$ cat config.mk
export PLATFORM = sky130hd
export DESIGN_NAME = cpu_ctrl
export DESIGN_NICKNAME = d
export VERILOG_FILES = /design/src/rtl/cpu_ctrl.sv
export SDC_FILE = /design/constraint.sdc
export NUM_CORES = 1
export LEC_CHECK = 0
export ABC_AREA = 1
export CAP_MARGIN = 10
export CORE_MARGIN = 4
export CORE_UTILIZATION = 41
export DETAILED_ROUTE_END_ITERATION = 8
export GPL_ROUTABILITY_DRIVEN = 0
export PLACE_DENSITY_LB_ADDON = 0.08
export SYNTH_ARGS = -nofsm -noshare
export SYNTH_HDL_FRONTEND = slang
export SYNTH_SLANG_ARGS = --single-unit
$ cat constraint.sdc
create_clock -name clk -period 1.6 [get_ports clk]
set_input_delay 0.4 -clock clk [delete_from_list [all_inputs] [get_ports clk]]
set_output_delay 0.4 -clock clk [all_outputs]
set_load 0.05 [all_outputs]
$ cat src/rtl/cpu_ctrl.sv
// Instruction-sequencing controller for the 5-bit-address CISC core: fetch, decode and
// operand access with a ready handshake and a per-access timeout watchdog.
module cpu_ctrl #(
    parameter int unsigned AW       = 5,
    parameter int unsigned DW       = 8,
    parameter int unsigned WAIT_MAX = 15
) (
    input  logic          clk,
    input  logic          reset,
    input  logic [DW-1:0] mem_rdata,
    input  logic          mem_ready,
    input  logic          zero,
    output logic          mem_rd,
    output logic          mem_wr,
    output logic          addr_sel,
    output logic          ld_pc,
    output logic          inc_pc,
    output logic [AW-1:0] pc_in,
    output logic          ld_acc,
    output logic [2:0]    alu_op,
    output logic [DW-1:0] ir_out,
    output logic          halted,
    output logic          mem_err
);

    localparam int unsigned WW = $clog2(WAIT_MAX + 1);

    localparam logic [2:0] S_FETCH  = 3'd0;
    localparam logic [2:0] S_DECODE = 3'd1;
    localparam logic [2:0] S_RDOP   = 3'd2;
    localparam logic [2:0] S_WROP   = 3'd3;
    localparam logic [2:0] S_HALT   = 3'd4;
    localparam logic [2:0] S_ERR    = 3'd5;

    localparam logic [2:0] OP_HLT = 3'b000;
    localparam logic [2:0] OP_SKZ = 3'b001;
    localparam logic [2:0] OP_ADD = 3'b010;
    localparam logic [2:0] OP_AND = 3'b011;
    localparam logic [2:0] OP_XOR = 3'b100;
    localparam logic [2:0] OP_LDA = 3'b101;
    localparam logic [2:0] OP_STO = 3'b110;
    localparam logic [2:0] OP_JMP = 3'b111;

    logic [2:0]    r_state;
    logic [2:0]    w_state_nxt;
    logic [DW-1:0] r_ir;
    logic          w_ld_ir;
    logic [WW-1:0] r_wait;
    logic [WW-1:0] w_wait_nxt;
    logic [2:0]    w_opcode;
    logic          w_timeout;
    logic          w_run;

    assign w_opcode = r_ir[DW-1:DW-3];
    // This wait cycle would be the WAIT_MAX-th one with no ready: give up.
    assign w_timeout = !mem_ready && (r_wait == WW'(WAIT_MAX - 1));
    assign w_run     = !reset;

    always_comb begin
        w_state_nxt = r_state;
        w_wait_nxt  = '0;
        w_ld_ir     = 1'b0;
        case (r_state)
            S_FETCH: begin
                if (mem_ready) begin
                    w_ld_ir     = 1'b1;
                    w_state_nxt = S_DECODE;
                end else if (w_timeout) begin
                    w_state_nxt = S_ERR;
                end else begin
                    w_wait_nxt = r_wait + 1'b1;
                end
            end
            S_DECODE: begin
                unique case (w_opcode)
                    OP_HLT: w_state_nxt = S_HALT;
                    OP_SKZ: w_state_nxt = S_FETCH;
                    OP_JMP: w_state_nxt = S_FETCH;
                    OP_ADD: w_state_nxt = S_RDOP;
                    OP_AND: w_state_nxt = S_RDOP;
                    OP_XOR: w_state_nxt = S_RDOP;
                    OP_LDA: w_state_nxt = S_RDOP;
                    OP_STO: w_state_nxt = S_WROP;
                endcase
            end
            S_RDOP, S_WROP: begin
                if (mem_ready) begin
                    w_state_nxt = S_FETCH;
                end else if (w_timeout) begin
                    w_state_nxt = S_ERR;
                end else begin
                    w_wait_nxt = r_wait + 1'b1;
                end
            end
            S_HALT:  w_state_nxt = S_HALT;
            S_ERR:   w_state_nxt = S_ERR;
            default: w_state_nxt = S_FETCH;
        endcase
    end

    always_ff @(posedge clk or posedge reset) begin
        if (reset) begin
            r_state <= S_FETCH;
            r_ir    <= '0;
            r_wait  <= '0;
        end else begin
            r_state <= w_state_nxt;
            r_wait  <= w_wait_nxt;
            if (w_ld_ir) begin
                r_ir <= mem_rdata;
            end
        end
    end

    // Reset gates the commands directly so strobes drop without waiting for a clock edge.
    always_comb begin
        mem_rd   = w_run && ((r_state == S_FETCH) || (r_state == S_RDOP));
        mem_wr   = w_run && (r_state == S_WROP);
        addr_sel = w_run && ((r_state == S_RDOP) || (r_state == S_WROP));
        inc_pc   = w_run && (((r_state == S_FETCH) && mem_ready) ||
                             ((r_state == S_DECODE) && (w_opcode == OP_SKZ) && zero));
        ld_pc    = w_run && (r_state == S_DECODE) && (w_opcode == OP_JMP);
        ld_acc   = w_run && (r_state == S_RDOP) && mem_ready;
        halted   = w_run && ((r_state == S_HALT) || (r_state == S_ERR));
        mem_err  = w_run && (r_state == S_ERR);
        pc_in    = r_ir[AW-1:0];
        alu_op   = w_opcode;
        ir_out   = r_ir;
    end

endmodule

[Word level (Yosys, flattened, before mapping)]
Memory sizes are Yosys's and may differ from the RTL's.
Index checks and enable logic that the tools add are counted.
Word-level totals
  register bits after elaboration: 15
  ROM bits: 24
  bits of input ports: 12
  output and inout port bits: 24
  word-level logic and storage cells: 45
  memories: 1
Operators by class
  add/subtract/negate cells: 1
  equal/unequal tests: 8
  mux-type cells: 9
  reductions and logical operators: 23
Memories
  (name not given): words 8, bits a word 3, rd ports 1, clocked after Yosys merged registers in 0, write ports 0, line 75  | unique case (w_opcode)
Operator list (count)
  case mux 3 bit (5 select lines): 1
  logical AND 1 bit: 14
  two-way mux 4 bit: 3
  equality test 3 bit (second input constant): 3
  two-way mux 3 bit: 3
  equality test 3 x 1 -> 1 bit (second input constant): 2
  equality test 3 x 2 -> 1 bit (second input constant): 2
  adder 4 x 1 -> 4 bit (second input constant): 1
  equality test 4 bit (second input constant): 1
  logical OR 1 bit: 4
  zero test 3 bit: 1
  OR reduction 3 bit: 1
  zero test 1 bit: 2
  two-way mux 1 bit: 2
  OR reduction 2 bit: 1

[Longest topological paths before layout]
Gate-level depths: netlist (run 1).
  depth after elaboration: 5
  gate-level depth with buffers: 7

[Worst setup path after synthesis (run 1)]
No wires, ideal clock.
  path type: input to output
  start: input port reset
  end: output port ld_acc
  data arrival time: 2.118 ns
  slack: -0.918 ns
  cell stages on the path: 2
  buffers on the path: 1
  path through: clkbuf_1 > nor4_1
Between the ends
  word-level cells in the longest chain between the ends: 3
RTL lines
  start, declared: line 9  | input logic reset,
  zero test 1 bit (no line)
  logical AND 1 bit (2 in series): line 123  | ld_acc = w_run && (r_state == S_RDOP) && mem_ready;
  end, declared: line 19  | output logic ld_acc,
No other way between the ends.

[Final worst setup path (run 1)]
  start: input port zero
  end: output port inc_pc
Between the ends
  word-level cells in the longest chain between the ends: 3
RTL lines
  start, declared: line 12  | input logic zero,
  logical AND 1 bit: line 121  | ((r_state == S_DECODE) && (w_opcode == OP_SKZ) && zero));
  logical OR 1 bit: line 120  | inc_pc = w_run && (((r_state == S_FETCH) && mem_ready) ||
  logical AND 1 bit: line 120
  end, declared: line 17  | output logic inc_pc,
No other way between the ends.

==> results.toml, run 1 <==
[cells_and_area]
drive_above_1_share = 0.5031
multi_input_area_sq_um = 485.5
layoutNonFillerInstCount = 188
nFillCells = 97
area_delta_synth_final_pct = 103.2
n_antenna_cell = 0
fin_nets = 176
regArea_sq_um = 380.4

[grt]
grt_pass1_wl_um = 4512
grt_pass1_vias = 979
grt_usage = 0.2235
grt.overflow.total = 0
grt_max_degree = 16
grt_busiest_layer = "met2"
grt.met1_usage = 0.2633
antenna_found_initial = 0
grtUsageMet2 = 0.3690
gr-usage-met3 = 0.04155

[yosys]
synth_area_leaders = "dfrtp_1 (43%), nand2_1 (14%), buf_4 (6.9%), nand3_1 (5.8%), nor2_1 (5.6%)"
synth_top_area_share = 0.4329
synthCells = 110
ys_ff_latch = 15
yosysTopAreaCell = "dfrtp_1"
ys_warn_count = 0
ys_types = 20
syn_nets = 124
synth_area_sq_um = 867.1
synth_area_per_cell_sq_um = 7.883
synth_seq_area_share = 0.4329

[drt]
avgViaCountPerCell = 4.963
routed_wl_um = 2787
vias = 933
postRouteAntennaNets = 0
wl_per_cell_um = 14.82
initialDrtViolationCount = 23
drtPass1Iterations = 4
remaining_drc_errors = 0

[min_path]
hold_class = "input port to asynchronous set/reset pin"

[floorplan]
num_rows = 16
die-width_um = 53.99
initial_utilization = 0.4375
die_area_sq_um = 2914
pin_count = 36
fp.dieH_um = 53.99
core_sq_um = 1982

[placement]
io_buffer_count = 35
place_inst = 173
dp_hpwl_um = 1840

[setup_path]
cp_max_fo = 1
critical_path_class = "input port to output pin"
cp-start-kind = "input port"
required_ns = 1.20
rr_worst_depth = 8
rr_startpoint = "r_state[0]$_DFF_PP0_"
cp-startpoint = "zero"
r2r_slack_ns = 0.14
rr_endpoint = "ir_out[5]$_DFFE_PP0P_"
critPathArrivalTime_ns = 1.41
endpoint_kind = "output pin"

[sta]
fin_worst_skew_ns = 0.004285
fin_crit_sh = 1.134
hold_violations = 0
timing.final.ws_setup_ns = -0.2147
slew_violations = 0
rsz0062_at_grt = "true"
slew_headroom = 0.8273
whs_ns = 0.3710
setup_viol = 7
clock.fmax_mhz = 551.1
layout_min_cycle_time_ns = 1.815
finalSetupTns_ns = -0.9536
worstMarginPinSlew_ns = 0.2571

[clock_tree]
hold_buffers = 0
cts-root-buf = "clkbuf_4"
cts-htree-levels = 1
cts_sinks = 15
cts_tree = "built"
cts.path.max_buffers = 2
cts_buffers = 3
clkLatencyLatePin_ns = 0.29
clk_transition_reported_paths_ns = 0.09

[status]
status = "finished, violations left"
violations = "negative setup slack"

[pwr]
ir_worst_vdd_v = 0.002292
leakage_nw = 0.8032
powerDensity_nw_per_um2 = 2193

[run]
drv_cap = 0
## cell type report
| class | count | area share |
|---|---|---|
| multi-input combinational | 74 | 0.2756 |
| timing repair buffer | 58 | 0.4482 |
| inverter | 10 | 0.02628 |
| tap | 27 | 0.01918 |
| clock buffer | 4 | 0.01491 |
| sequential | 15 | 0.2159 |
## state kept, by name (all words and copies together), names as in the netlist
signal,flops
ir_out,8
r_wait,4
r_state,3
## cell usage after synthesis
| cell type | instances |
|---|---|
| nor2_1 | 13 |
| buf_4 | 8 |
| o21bai_1 | 1 |
| ha_1 | 2 |
| nand4_1 | 2 |
| xnor2_1 | 1 |
| nand2_1 | 33 |
| nor4_1 | 1 |
| inv_1 | 7 |
| o21ai_0 | 2 |
| nand3_4 | 1 |
| a21oi_1 | 1 |
| inv_2 | 3 |
| nand3_1 | 10 |
| dfrtp_1 | 15 |
| buf_6 | 2 |
| nor3_1 | 3 |
| clkbuf_1 | 1 |
| o21ai_2 | 3 |
| nor2_4 | 1 |
## metrics by stage
stage,instance area (sq um),worst slack [ns],utilization,power (mW)
after floorplan,950.9,-0.04024,-,2.178
after global placement,1569,-0.2703,0.7917,3.242
after detailed placement,1569,-0.2884,0.7917,3.290
after CTS,1724,-0.1931,0.8699,3.759
after global routing,1762,-0.2781,0.8889,4.053
final,1762,-0.2147,0.8889,3.863
## power by group
part	internal, mW	switching [mW]	leakage (nW)	total, mW
Sequential	0.535	0.223	0.187	0.758
Clock	0.0972	0.121	0.0150	0.218
Combinational	1.33	1.56	0.601	2.89
## cell usage in the layout (no fill, tap or decap), drive strengths merged, types with 3 or more instances in the layout
cell and count:
nor2 14, clkbuf 4, nand3 11, buf 47, nor3 3, inv 9
nand2 33, dfrtp 15, clkdlybuf4s50 9, o21ai 5
## cells by family after synthesis
kind of cell	after synthesis	share of synthesized area
compound gates	7	0.05628
xor+xnor	1	0.01010
fa+ha+maj	2	0.02886
buf+inv	21	0.1429
flops	15	0.4329
simple gates	64	0.3290
## critical path, cell delays in order
cell and delay [ns]:
clkdlybuf4s50_1 0.46, nand2_1 0.06, nor2_2 0.13, nand3_2 0.11
o21ai_4 0.08, buf_6 0.18
## metal layers
layer,share of wire,routed length (um)
met5,0,0
met4,0.031,87
met2,0.51,1410
met1,0.39,1089
met3,0.071,199
## worst max-delay path by stage
| stage | slack, ns | depth (start not counted) | end |
|---|---|---|---|
| 2_1_floorplan | -0.04 | 3 | ld_acc |
| 3_3_place_gp | -0.27 | 5 | ld_pc |
| 3_5_place_dp | -0.29 | 5 | ld_pc |
| 4_1_cts | -0.19 | 5 | inc_pc |
| 5_1_grt | -0.28 | 6 | inc_pc |
| 6_report | -0.21 | 6 | inc_pc |
## timing repair
action / CTS / global route
gates resized for setup: 18 / 6
pin swaps: 4 / 5
buffers inserted: 9 / 2
setup endpoints to repair: 8 / 10
(Power assumes the default switching activity.)
==> run 2: changes to the inputs <==
Settings changed: CELL_PAD_IN_SITES_DETAIL_PLACEMENT from default to 0, CELL_PAD_IN_SITES_GLOBAL_PLACEMENT from default to 1, CORE_UTILIZATION 41 to 29, HOLD_SLACK_MARGIN from default to 0.12.
==> results.toml, run 2 (synthesis gave the netlist of run 1 again) <==
[status]
status = "finished, violations left"
violations = "negative setup slack"

[sta]
clock.fmax_mhz = 565.8
rsz0062_at_grt = "true"
fin_crit_sh = 1.105
timing.final.ws_setup_ns = -0.1673
fin_worst_skew_ns = 0.006142
slew_violations = 0
hold_violations = 0
setup_viol = 7
slew_headroom = 0.8288
layout_min_cycle_time_ns = 1.767
worstMarginPinSlew_ns = 0.2549

[pwr]
ir_worst_vdd_v = 0.001247
powerDensity_nw_per_um2 = 2186
leakage_nw = 0.8018

[cells_and_area]
drive_above_1_share = 0.5217
final_cell_mix = "nand2_1 (29), buf_12 (24), buf_4 (17), dfrtp_1 (11)"
multi_input_area_sq_um = 488.0
largest_reg_flops = 8
area_delta_synth_final_pct = 103.2
nFillCells = 233
final_common_cell = "nand2_1"
fin_util = 0.6280
regArea_sq_um = 380.4
fin_nets = 176
n_antenna_cell = 0

[grt]
grt_pass1_wl_um = 3919
antenna_found_initial = 0
grt.overflow.total = 0
grt_pass1_vias = 887
grt_usage = 0.1217
grt_max_degree = 16

[drt]
postRouteAntennaNets = 0
wl_per_cell_um = 12.01
drtPass1Iterations = 4
vias = 874
avgViaCountPerCell = 4.552
routed_wl_um = 2306
remaining_drc_errors = 0
initialDrtViolationCount = 37

[run]
drv_cap = 0

[clock_tree]
clk_transition_reported_paths_ns = 0.10
cts-htree-levels = 1
clkLatencyLatePin_ns = 0.28
cts_buffers = 3
cts_tree = "built"
cts_sinks = 15
cts.path.max_buffers = 2
cts-root-buf = "clkbuf_4"

[floorplan]
core_sq_um = 2805
pin_count = 36
die-width_um = 62.68
fp.dieH_um = 62.68
initial_utilization = 0.3091
die_area_sq_um = 3929
num_rows = 19

[placement]
io_buffer_count = 35
dp_hpwl_um = 1712
pre_cts_slack_ns = -0.2951

[setup_path]
critical_path_class = "register to output pin"
r2r_slack_ns = 0.27
cp-start-kind = "register"
required_ns = 1.20
critPathArrivalTime_ns = 1.37
cp_max_fo = 3
endpoint_kind = "output pin"

[min_path]
hold_class = "input port to asynchronous set/reset pin"
run 2: power by group:
part	total [mW]	switching [mW]	leakage, nW	internal [mW]
registers	0.753	0.219	0.187	0.534
clock network	0.220	0.123	0.0150	0.0966
logic	2.88	1.52	0.600	1.35
total	3.85	1.87	0.802	1.98
run 2: what timing repair did:
action / CTS / global route
setup buffers: 10 / 4
resized for setup: 19 / 10
hold buffers: 0 / 0
setup endpoints to repair: 8 / 8
pin swaps: 6 / 8
run 2: final timing paths:
path                                       from               endpoint  cells after the start
hold reg to reg             r_wait[0]$_DFF_PP0_    r_wait[0]$_DFF_PP0_                      1
setup reg to reg           r_state[0]$_DFF_PP0_  ir_out[5]$_DFFE_PP0P_                      7
setup / recovery           r_state[2]$_DFF_PP0_                  ld_pc                      5
max in group asynchronous                 reset  ir_out[5]$_DFFE_PP0P_                      4
hold / removal                            reset   r_state[2]$_DFF_PP0_                      4
min in group clk            r_wait[0]$_DFF_PP0_    r_wait[0]$_DFF_PP0_                      1
run 2: area by class of cell:
| class | instances | area share |
|---|---|---|
| Timing Repair Buffer | 58 | 0.4439 |
| Multi-Input combinational cell | 74 | 0.2770 |
| Sequential cell | 15 | 0.2159 |
| Inverter | 10 | 0.02628 |
| Tap cell | 31 | 0.02202 |
| Clock buffer | 4 | 0.01491 |
run 2: metal layers:
layer  vias up  part of all wire  GRT usage  wire length [um]
met4         0            0.0082    0.05785                19
met5         -                 0          0                 0
met1       401              0.46     0.1595              1063
met3         2             0.055    0.03058               127
met2        26              0.48     0.1864              1096
li1        445                 -          -                 -
run 2: through the flow:
stage	TNS (ns)	cells	hold WS, ns	power (mW)	area, sq um
floorplan	-0.04024	110	0.4267	2.178	950.9
detailed placement	-2.017	175	0.4888	3.283	1559
CTS	-0.6472	189	0.4634	3.784	1725
finish	-0.6296	192	0.4606	3.852	1762
global route	-1.113	192	0.4773	4.054	1762
global placement	-1.881	175	0.4766	3.259	1559
run 2: worst max-delay path: stages (launching register included):
cell	delay (ns)
dfrtp_1	0.42
inv_2	0.12
buf_6	0.11
nand3_4	0.07
nor3_4	0.20
buf_12	0.16
==> run 3: changes to the inputs <==
Settings changed: CAP_MARGIN 10 to 20, SKIP_LAST_GASP from default to 1.
==> results.toml, run 3 (synthesis gave the netlist of run 1 again) <==
[setup_path]
critical_path_class = "register to output pin"
critPathArrivalTime_ns = 1.35
rr_worst_depth = 7
rr_endpoint = "ir_out[5]$_DFFE_PP0P_"
cp_max_fo = 3
required_ns = 1.20
rr_startpoint = "r_state[2]$_DFF_PP0_"
cp-start-kind = "register"
endpoint_kind = "output pin"
r2r_slack_ns = 0.26

[sta]
timing.final.ws_setup_ns = -0.1524
whs_ns = 0.4597
worstMarginPinSlew_ns = 0.2547
slew_headroom = 0.8289
layout_min_cycle_time_ns = 1.752
rsz0062_at_grt = "true"
clock.fmax_mhz = 570.6
fin_crit_sh = 1.095
fin_worst_skew_ns = 0.002743
setup_viol = 8
hold_violations = 0
slew_violations = 0

[cells_and_area]
fin_nets = 175
final_common_cell = "nand2_1"
fin_area_sq_um = 1754
n_antenna_cell = 0
multi_input_area_sq_um = 483.0
final_cell_mix = "nand2_1 (30), buf_12 (25), buf_4 (17), dfrtp_1 (11)"
largest_reg_flops = 8
regArea_sq_um = 380.4
area_delta_synth_final_pct = 102.3
drive_above_1_share = 0.5000
nFillCells = 239

[pwr]
leakage_nw = 0.8004
switching_share = 0.4849
powerDensity_nw_per_um2 = 2180
p_int_mw = 1.970
seqPwrFrac = 0.198
pwr-share-comb = 0.745
clkPwrFrac = 0.057
ir_worst_vdd_v = 0.001247
p_sw_mw = 1.855

[floorplan]
pin_count = 36
num_rows = 19
fp.dieH_um = 62.68
die-width_um = 62.68
initial_utilization = 0.3091
die_area_sq_um = 3929
core_sq_um = 2805

[run]
drv_cap = 0

[clock_tree]
cts_tree = "built"
cts_buffers = 3
clkLatencyLatePin_ns = 0.28
clk_transition_reported_paths_ns = 0.09
cts-htree-levels = 1
cts-root-buf = "clkbuf_4"
cts_sinks = 15
cts.path.max_buffers = 2

[placement]
io_buffer_count = 35
dp_hpwl_um = 1712
place_area_sq_um = 1559

[status]
violations = "negative setup slack"
status = "finished, violations left"

[grt]
grt_usage = 0.1229
antenna_found_initial = 0
gr-usage-met3 = 0.03058
grtUsageMet2 = 0.1877
grt_pass1_wl_um = 3946
grt.met1_usage = 0.1617
grt_pass1_vias = 887
grt_busiest_layer = "met2"
grt.overflow.total = 0
grt_max_degree = 16

[drt]
routed_wl_um = 2299
postRouteAntennaNets = 0
avgViaCountPerCell = 4.545
initialDrtViolationCount = 28
vias = 868
wl_per_cell_um = 12.04
remaining_drc_errors = 0
drtPass1Iterations = 4

[min_path]
hold_class = "input port to asynchronous set/reset pin"
run 3: final cells by class:
type / instances / area share
Timing Repair Buffer: 57 / 0.4444
Tap cell: 31 / 0.02211
Clock buffer: 4 / 0.01498
Sequential cell: 15 / 0.2168
Multi-Input combinational cell: 74 / 0.2753
Inverter: 10 / 0.02639
run 3: worst max-delay path by stage:
stage                              start      to  slack, ns  cells after the start
detailed placement                 reset  ld_acc      -0.30                      4
floorplan           r_state[2]$_DFF_PP0_  ld_acc      -0.04                      3
finish              r_state[2]$_DFF_PP0_  ld_acc      -0.15                      4
global placement                   reset  ld_acc      -0.29                      4
CTS                 r_state[1]$_DFF_PP0_  inc_pc      -0.14                      6
global route        r_state[2]$_DFF_PP0_  ld_acc      -0.21                      4
run 3: power groups by stage:
stage               logic, mW  registers [mW]  clock network, mW
global route             3.00           0.788              0.246
detailed placement       2.53           0.750                  0
CTS                      2.79           0.748              0.228
finish                   2.85           0.757              0.217
floorplan                1.17            1.01                  0
global placement         2.52           0.743                  0
run 3: layer usage:
layer / part of all wire / wire length (um)
met2: 0.48 / 1113
met5: 0 / 0
met4: 0 / 0
met3: 0.064 / 148
met1: 0.45 / 1036
run 3: per-stage QoR:
step	cells	util	total power [mW]	setup TNS (ns)	setup WS, ns
after global routing	191	0.6253	4.035	-1.313	-0.2117
after CTS	189	0.6128	3.770	-0.6671	-0.1412
after detailed placement	175	0.5558	3.283	-2.017	-0.2951
final	191	0.6253	3.825	-0.8081	-0.1524
after floorplan	110	-	2.178	-0.04024	-0.04024
after global placement	175	0.5558	3.259	-1.881	-0.2933
run 3: critical path: stages (launching register included):
cell	delay [ns]
dfrtp_1	0.44
inv_4	0.14
nand2_8	0.07
nor4_4	0.25
buf_12	0.18
run 3: what timing repair did:
item,CTS,global route
buffers inserted,10,2
resized for setup,18,6
endpoints found under the setup margin,8,8
pin swaps,6,5
hold buffers,0,0
